==> src/rtl/multi_btn_debounce_pkg.sv <==
// rtl/multi_btn_debounce_pkg.sv - shared types for the multi-channel button debouncer
// Package btn_debounce_pkg: btn_state_e, the per-channel debounce FSM state (2-bit).
package btn_debounce_pkg;

    typedef enum logic [1:0] {
        RELEASED        = 2'd0,
        CONFIRM_PRESS   = 2'd1,
        PRESSED         = 2'd2,
        CONFIRM_RELEASE = 2'd3
    } btn_state_e;

endpackage

==> src/rtl/multi_btn_debounce_ch.sv <==
// rtl/multi_btn_debounce_ch.sv - single-channel synchroniser, debounce FSM and pulse generator
// Module btn_debounce_ch
//   sysclk           in   system clock, rising edge
//   reset            in   asynchronous active-high reset
//   btn              in   raw asynchronous button pin, 1 = pressed
//   btn_level        out  debounced level
//   press_pulse      out  one-cycle pulse on committed press
//   release_pulse    out  one-cycle pulse on committed release
//   long_press_pulse out  one-cycle pulse once per press held LONG_PRESS_CYCLES
// Optional macro MULTI_BTN_LONG_PRESS_EN: when undefined the hold counter is
// absent and long_press_pulse is tied low.
module btn_debounce_ch
    import btn_debounce_pkg::*;
#(
    parameter int DEBOUNCE_CYCLES   = 255,
    parameter int LONG_PRESS_CYCLES = 50_000_000
) (
    input  logic sysclk,
    input  logic reset,
    input  logic btn,
    output logic btn_level,
    output logic press_pulse,
    output logic release_pulse,
    output logic long_press_pulse
);

    localparam int DBC_W = $clog2(DEBOUNCE_CYCLES + 1);
    localparam logic [DBC_W-1:0] DBC_LAST = DBC_W'(DEBOUNCE_CYCLES - 1);

    (* ASYNC_REG = "TRUE" *) logic sync_1;
    (* ASYNC_REG = "TRUE" *) logic sync_2;

    btn_state_e       state, state_nxt;
    logic [DBC_W-1:0] dbc_cnt, dbc_nxt;
    logic             level_nxt, press_nxt, release_nxt;

    always_ff @(posedge sysclk or posedge reset) begin
        if (reset) begin
            sync_1 <= 1'b0;
            sync_2 <= 1'b0;
        end else begin
            sync_1 <= btn;
            sync_2 <= sync_1;
        end
    end

    always_ff @(posedge sysclk or posedge reset) begin
        if (reset) begin
            state         <= RELEASED;
            dbc_cnt       <= '0;
            btn_level     <= 1'b0;
            press_pulse   <= 1'b0;
            release_pulse <= 1'b0;
        end else begin
            state         <= state_nxt;
            dbc_cnt       <= dbc_nxt;
            btn_level     <= level_nxt;
            press_pulse   <= press_nxt;
            release_pulse <= release_nxt;
        end
    end

    // The FSM only ever looks at the synchronised sample sync_2.
    always_comb begin
        state_nxt   = state;
        dbc_nxt     = dbc_cnt;
        level_nxt   = btn_level;
        press_nxt   = 1'b0;
        release_nxt = 1'b0;
        case (state)
            RELEASED: begin
                if (sync_2) begin
                    state_nxt = CONFIRM_PRESS;
                    dbc_nxt   = '0;
                end
            end
            CONFIRM_PRESS: begin
                if (!sync_2) begin
                    state_nxt = RELEASED;
                end else if (dbc_cnt == DBC_LAST) begin
                    state_nxt = PRESSED;
                    press_nxt = 1'b1;
                    level_nxt = 1'b1;
                end else begin
                    dbc_nxt = dbc_cnt + 1'b1;
                end
            end
            PRESSED: begin
                if (!sync_2) begin
                    state_nxt = CONFIRM_RELEASE;
                    dbc_nxt   = '0;
                end
            end
            CONFIRM_RELEASE: begin
                if (sync_2) begin
                    state_nxt = PRESSED;
                end else if (dbc_cnt == DBC_LAST) begin
                    state_nxt   = RELEASED;
                    release_nxt = 1'b1;
                    level_nxt   = 1'b0;
                end else begin
                    dbc_nxt = dbc_cnt + 1'b1;
                end
            end
            default: state_nxt = RELEASED;
        endcase
    end

`ifdef MULTI_BTN_LONG_PRESS_EN
    localparam int HOLD_W = $clog2(LONG_PRESS_CYCLES + 1);
    localparam logic [HOLD_W-1:0] HOLD_LAST = HOLD_W'(LONG_PRESS_CYCLES - 1);
    localparam logic [HOLD_W-1:0] HOLD_MAX  = HOLD_W'(LONG_PRESS_CYCLES);

    logic [HOLD_W-1:0] hold_cnt, hold_nxt;
    logic              long_nxt;
    logic              hold_active;

    // Hold time keeps running through CONFIRM_RELEASE so a release bounce
    // does not restart long-press timing; saturation at HOLD_MAX makes the
    // pulse fire only once per press.
    assign hold_active = (state == PRESSED) || (state == CONFIRM_RELEASE);

    always_comb begin
        hold_nxt = hold_cnt;
        long_nxt = 1'b0;
        if (press_nxt) begin
            hold_nxt = '0;
        end else if (hold_active && (hold_cnt != HOLD_MAX)) begin
            hold_nxt = hold_cnt + 1'b1;
            long_nxt = (hold_cnt == HOLD_LAST);
        end
    end

    always_ff @(posedge sysclk or posedge reset) begin
        if (reset) begin
            hold_cnt         <= '0;
            long_press_pulse <= 1'b0;
        end else begin
            hold_cnt         <= hold_nxt;
            long_press_pulse <= long_nxt;
        end
    end
`else
    assign long_press_pulse = 1'b0;
`endif

endmodule

==> src/rtl/multi_btn_debounce.sv <==
// rtl/multi_btn_debounce.sv - NUM_BTNS independent button debounce channels
// Module multi_btn_debounce
//   sysclk           in   system clock, rising edge
//   reset            in   asynchronous active-high reset
//   btn              in   [NUM_BTNS] raw button pins, 1 = pressed
//   btn_level        out  [NUM_BTNS] debounced levels
//   press_pulse      out  [NUM_BTNS] one-cycle committed-press pulses
//   release_pulse    out  [NUM_BTNS] one-cycle committed-release pulses
//   long_press_pulse out  [NUM_BTNS] one-cycle long-press pulses
// Optional macro MULTI_BTN_LONG_PRESS_EN enables long-press detection.
module multi_btn_debounce
    import btn_debounce_pkg::*;
#(
    parameter int NUM_BTNS          = 4,
    parameter int DEBOUNCE_CYCLES   = 255,
    parameter int LONG_PRESS_CYCLES = 50_000_000
) (
    input  logic                sysclk,
    input  logic                reset,
    input  logic [NUM_BTNS-1:0] btn,
    output logic [NUM_BTNS-1:0] btn_level,
    output logic [NUM_BTNS-1:0] press_pulse,
    output logic [NUM_BTNS-1:0] release_pulse,
    output logic [NUM_BTNS-1:0] long_press_pulse
);

    for (genvar i = 0; i < NUM_BTNS; i++) begin : g_ch
        btn_debounce_ch #(
            .DEBOUNCE_CYCLES  (DEBOUNCE_CYCLES),
            .LONG_PRESS_CYCLES(LONG_PRESS_CYCLES)
        ) u_ch (
            .sysclk          (sysclk),
            .reset           (reset),
            .btn             (btn[i]),
            .btn_level       (btn_level[i]),
            .press_pulse     (press_pulse[i]),
            .release_pulse   (release_pulse[i]),
            .long_press_pulse(long_press_pulse[i])
        );
    end

endmodule

==> config.mk <==
export PLATFORM = sky130hd
export DESIGN_NAME = multi_btn_debounce
export DESIGN_NICKNAME = d
export VERILOG_FILES = /design/src/rtl/multi_btn_debounce_pkg.sv /design/src/rtl/multi_btn_debounce_ch.sv /design/src/rtl/multi_btn_debounce.sv
export SDC_FILE = /design/constraint.sdc
export NUM_CORES = 1
export LEC_CHECK = 0
export ABC_AREA = 1
export BUFFER_PORTS_ARGS = -buffer_cell sky130_fd_sc_hd__buf_2
export CELL_PAD_IN_SITES_DETAIL_PLACEMENT = 1
export CELL_PAD_IN_SITES_GLOBAL_PLACEMENT = 2
export CORE_ASPECT_RATIO = 1.25
export CORE_MARGIN = 4
export CORE_UTILIZATION = 36
export DETAILED_ROUTE_END_ITERATION = 6
export PLACE_DENSITY_LB_ADDON = 0.1
export RECOVER_POWER = 25
export SETUP_SLACK_MARGIN = 0.5
export SLEW_MARGIN = 5
export SYNTH_ARGS = -nofsm -noshare
export SYNTH_HDL_FRONTEND = slang
export SYNTH_SLANG_ARGS = --single-unit
==> constraint.sdc <==
create_clock -name sysclk -period 2.9 [get_ports sysclk]
set_clock_uncertainty 0.05 [all_clocks]
set_input_delay 0.725 -clock sysclk [delete_from_list [all_inputs] [get_ports sysclk]]
set_output_delay 0.725 -clock sysclk [all_outputs]
set_load 0.01 [all_outputs]
==> out/qor.yml, run 1 <==
status:
  status: "finished clean"
critical_path:
  crit_start: "g_ch[1].u_ch.btn_level"
  path_max_fanout: 2
  worstPathArrival_ps: 880
  reg2reg_from: "g_ch[3].u_ch.dbc_cnt[0]"
  cp_top_family: "flip-flops"
  slowest_delay_ps: 400
  start_kind: "register"
  endpoint_kind: "output pin"
  crit_chain: "buf_2"
  worstSetupPathType: "reg2out"
  cp_num_buf_inv: 1
  cpMaxStageDelayCell: "dfrtp_1"
  cp_data_required_time_ps: 2120
clock_tree:
  post_cts_buffers: 0
  clkLatencyLatePin_ps: 350
  clock-sinks: 60
  h-tree-depth: 3
  clockBufferDepth: 2
  cts_root_buffer: "clkbuf_8"
  cts_tree: "built"
  clk_pin_slew_ps: 60
  cts_made_buffers: 9
  cts_resized: 0
  hold_buffers: 0
timing:
  tightest_slew_ps: 1217
  rsz0062_at_grt: "no"
  hold_viol_final: 0
  drv_slew: 0
  finalSetupViolations: 0
  period_needed_ps: 1659
  worst_hold_slack_ps: 301.2
  timing.slew.headroom: 0.1878
  min_period_over_period: 0.5722
  fmax_ghz: 0.6027
  setup_tns_ps: 0
drt:
  first_pass_iters: 4
  postRouteWirelength_mm: 6.410
  num_vias: 2347
  detail_route.vias_per_cell: 4.566
  wire_per_inst_um: 12.47
  antenna_left: 0
  drc: 0
  drt_iter0_drc: 51
pwr:
  power_density_nw_per_um2: 539.9
  p_leak_nw: 1.674
  finalPower_w: 0.001860
  ir_drop_uv: 206.2
synthesis:
  ys_async_sr_fraction: 1.000
  yosys-top-cells-count: "nand2_1, dfrtp_1, inv_1"
  ys_ff_latch: 60
  synth.top_cell.area_share: 0.4773
  yosysTopAreaCell: "dfrtp_1"
  netlist_area_sq_um: 3146
  syn_area_per_cell_sq_um: 8.213
  ys.flop_type: "dfrtp_1"
  netlist_instances: 383
  synth_most_common_cell: "nand2_1"
  synth_edf_count: 0
  ys_warn_count: 0
  synth_cell_type_count: 26
  ys_seq_area_frac: 0.4773
  synth.area.top_cells: "dfrtp_1, nand2_1, nand3_1"
final_layout:
  num-nets-final: 406
  area_growth_pct: 9.546
  antenna_cells: 0
  final_util: 0.4112
  drive_gt1_frac: 0.1461
place:
  post-dp-hpwl_mm: 4.603
  portBuffers: 17
  place_congestion: 0.7262
grt:
  grt_overflow: 0
  grt_pass1_wl_mm: 11.54
  grt_max_degree: 32
  antenna_found_initial: 0
  grt_pass1_vias: 2510
  grt_use_total: 0.1414
floorplan:
  row_count: 37
  die_width_um: 91.61
  start_util: 0.3754
  core_area_sq_um: 8379
  io_pins: 22
  dieArea_sq_um: 10310
  die_height_um: 112.5
job:
  maxCapViolations: 0
min_path:
  min-delay-start: "g_ch[0].u_ch.sync_1"
  hp-class: "reg2reg"
-- area by class of cell --
class | instances | area [sq um]
multi-input cells | 257 | 1304
inverters | 46 | 172.7
clock inverters | 5 | 75.07
clock buffers | 11 | 141.4
well taps | 117 | 146.4
fillers | 1030 | 4933
flip-flops and latches | 60 | 1501
repair buffers | 18 | 105.1
-- routing by layer --
layer	vias to the layer above	wire, um	global-route usage
met3	11	215	0.03887
li1	1207	-	-
met1	1106	3019	0.1709
met4	0	152	0.07545
met2	23	3023	0.2282
met5	-	0	0
-- logic make-up after synthesis --
logic type | count (synthesis) | synth area share
compound gates | 40 | 0.07120
fa+ha+maj | 8 | 0.03182
flops | 60 | 0.4773
simple gates | 203 | 0.3011
other cells | 1 | 0.001192
xor+xnor | 2 | 0.005570
buf+inv | 69 | 0.1118
-- sequential cells by signal (all words and copies together) (netlist names), named ones only --
name	count
g_ch.u_ch.btn_level	4
g_ch.u_ch.release_pulse	4
g_ch.u_ch.state	4
g_ch.u_ch.press_pulse	4
g_ch.u_ch.sync_1	4
g_ch.u_ch.sync_2	4
g_ch.u_ch.dbc_cnt	32
-- final timing paths --
check | to | slack, ps | depth (start not counted)
setup / recovery | btn_level[1] | 1240 | 1
hold / removal | g_ch[0].u_ch.sync_2 | 300 | 0
setup reg to reg | g_ch[3].u_ch.dbc_cnt[5] | 1330 | 10
hold reg to reg | g_ch[0].u_ch.sync_2 | 300 | 0
max in group asynchronous | g_ch[1].u_ch.dbc_cnt[1] | 1390 | 3
min in group asynchronous | asynchronous set/reset pin | 650 | 2
-- placed cells by master, fill, tap and decap left out, types with 2 or more instances in the layout --
cell type,n
o21ai_0,25
conb_1,4
nor3_1,3
bufinv_16,2
nand2_2,2
or2_2,2
o21ai_1,8
clkbuf_8,10
clkinv_2,3
inv_2,4
buf_2,17
dfrtp_1,60
inv_1,42
nor2_4,4
o21bai_1,2
ha_1,8
o21ai_2,5
nand2_1,106
nand2_4,7
nand3_1,38
nor2_1,31
nand3b_1,4
nand4_1,5
-- where the power goes --
group          total, W  switching [W]  leakage [nW]  internal (W)
Clock          0.000844       0.000341         0.113      0.000503
Combinational  0.000117      0.0000780         0.759     0.0000387
Sequential     0.000900      0.0000352         0.802      0.000865
-- metrics by stage --
stage                     std cells  setup slack, ps  cell area [sq um]
after floorplan                 386            640.3               3157
after global placement          498             1338               3229
after detailed placement        498             1330               3229
after CTS                       514             1201               3446
after global routing            514             1101               3446
final                           514             1241               3446
Power figures use the tool's default switching activity.
==> run 2, diff against run 1 <==
==> constraint.sdc (replaced) <==
create_clock -name sysclk -period 1.7 [get_ports sysclk]
set_clock_uncertainty 0.05 [all_clocks]
set_input_delay 0.425 -clock sysclk [delete_from_list [all_inputs] [get_ports sysclk]]
set_output_delay 0.425 -clock sysclk [all_outputs]
set_load 0.01 [all_outputs]
==> run 2 against run 1 <==
Against the previous run:
- core utilization rose by 12 points
- setup slack got worse by 900 ps
- die area is the same
- register-to-register slack worse by 980 ps
- combinational power rose to 3.9 times the previous value
- routed wire length up 26%
- via count rose by 14%
- critical endpoint is now btn_level[2]
- largest cell class is now multi-input gates
- largest power group unchanged
==> out/qor.yml, run 2 (synthesis gave the netlist of run 1 again) <==
critical_path:
  start_kind: "register"
  rrSetupSlack_ps: 350
  path_max_fanout: 2
  cpMaxStageDelayCell: "dfrtp_1"
  cp_data_required_time_ps: 1220
  worstPathArrival_ps: 890
  crit_chain: "buf_2"
  worstSetupPathType: "reg2out"
  cp_top_family: "flip-flops"
  slowest_delay_ps: 410
  cp_num_buf_inv: 1
  endpoint_kind: "output pin"
floorplan:
  io_pins: 22
  die_width_um: 91.61
  die_height_um: 112.5
  row_count: 37
  dieArea_sq_um: 10310
  core_area_sq_um: 8379
  start_util: 0.3754
place:
  post-dp-hpwl_mm: 4.513
  portBuffers: 17
  placed_area_sq_um: 3331
  place_congestion: 0.7970
clock_tree:
  cts_root_buffer: "clkbuf_8"
  hold_buffers: 0
  clkLatencyLatePin_ps: 330
  h-tree-depth: 3
  clk_pin_slew_ps: 70
  clock-sinks: 60
  cts_made_buffers: 9
  cts_tree: "built"
  clockBufferDepth: 2
pwr:
  p_leak_nw: 2.123
  ir_drop_uv: 467.7
  p_seq_frac: 0.487
  p_comb_frac: 0.145
  p_clk_frac: 0.368
  power_density_nw_per_um2: 705.5
  swShare: 0.2731
  switchingPower_w: 0.0008571
  intPower_w: 0.002281
drt:
  drt_iter0_drc: 29
  postRouteWirelength_mm: 8.106
  num_vias: 2680
  wire_per_inst_um: 14.17
  antenna_left: 0
  detail_route.vias_per_cell: 4.685
  first_pass_iters: 4
  drc: 0
final_layout:
  largest-register: "g_ch.u_ch.dbc_cnt"
  stdcell_area_sq_um: 4448
  num-nets-final: 465
  final_common_cell: "nand2_1"
  mostFrequentLayoutCells: "nand2_1, dfrtp_1, buf_4, inv_1, nand3_1"
  drive_gt1_frac: 0.4659
  final_util: 0.5308
  n_fill_cell: 981
  largest_reg_flops: 32
  antenna_cells: 0
  area_growth_pct: 41.41
timing:
  tightest_slew_ps: 839.7
  setup_tns_ps: 0
  rsz0062_at_grt: "yes"
  timing.slew.headroom: 0.4402
  finalSetupViolations: 0
  drv_slew: 0
  hold_viol_final: 0
  period_needed_ps: 1361
  fmax_ghz: 0.7347
  min_period_over_period: 0.8006
grt:
  grt_use_total: 0.1695
  grt_max_degree: 61
  grt_pass1_vias: 2984
  grt_pass1_wl_mm: 14.12
  antenna_found_initial: 0
  grt_overflow: 0
job:
  maxCapViolations: 0
status:
  status: "finished clean"
min_path:
  hp-class: "in2reg"
run 2: per-stage QoR:
| step | worst slack (ps) | hold slack, ps | power (W) | std cells |
|---|---|---|---|---|
| after floorplan | 406.1 | 281.2 | 0.001732 | 386 |
| after global placement | 241.8 | 282.9 | 0.001789 | 504 |
| after detailed placement | 228.4 | 290.2 | 0.001796 | 504 |
| after CTS | 326.3 | 134.2 | 0.003119 | 558 |
| after global routing | 268.6 | 136.5 | 0.003310 | 572 |
| final | 339.0 | 147.5 | 0.003138 | 572 |
run 2: final timing paths:
check                                           to                     from  cells past startpoint
setup / recovery                      btn_level[2]   g_ch[2].u_ch.btn_level                      1
hold / removal                 g_ch[1].u_ch.sync_1                   btn[1]                      1
setup reg to reg            g_ch[1].u_ch.btn_level  g_ch[1].u_ch.dbc_cnt[0]                      8
hold reg to reg                g_ch[3].u_ch.sync_2      g_ch[3].u_ch.sync_1                      0
max in group asynchronous  g_ch[1].u_ch.dbc_cnt[2]                    reset                      3
min in group asynchronous    g_ch[1].u_ch.state[0]                    reset                      3
run 2: timing repair:
action,4_1_cts,5_1_grt
cloned,4,0
pin swaps,23,19
resized for setup,110,48
hold endpoints to repair,0,0
buffers inserted,35,14
endpoints found under the setup margin,56,64
run 2: power by group through the flow:
stage	Sequential, W	Combinational [W]	Clock (W)
after floorplan	0.00154	0.000194	0
after global placement	0.00155	0.000238	0
after detailed placement	0.00155	0.000242	0
after CTS	0.00153	0.000412	0.00118
after global routing	0.00154	0.000506	0.00127
final	0.00153	0.000454	0.00115
run 2: cell type report:
| cell class | instances | area (sq um) | share of cell area |
|---|---|---|---|
| multi-input combinational | 261 | 1810 | 0.4070 |
| sequential | 60 | 1514 | 0.3404 |
| timing repair buffer | 73 | 604.3 | 0.1359 |
| inverter | 46 | 203.9 | 0.04585 |
| clock buffer | 13 | 158.9 | 0.03572 |
| tap | 117 | 146.4 | 0.03291 |
| clock inverter | 2 | 10.01 | 0.002250 |
run 2: layer usage:
layer | GRT usage | part of all wire
met1 | 0.1937 | 0.41
met2 | 0.3125 | 0.55
met3 | 0.02413 | 0.016
met4 | 0.06942 | 0.022
met5 | 0 | 0
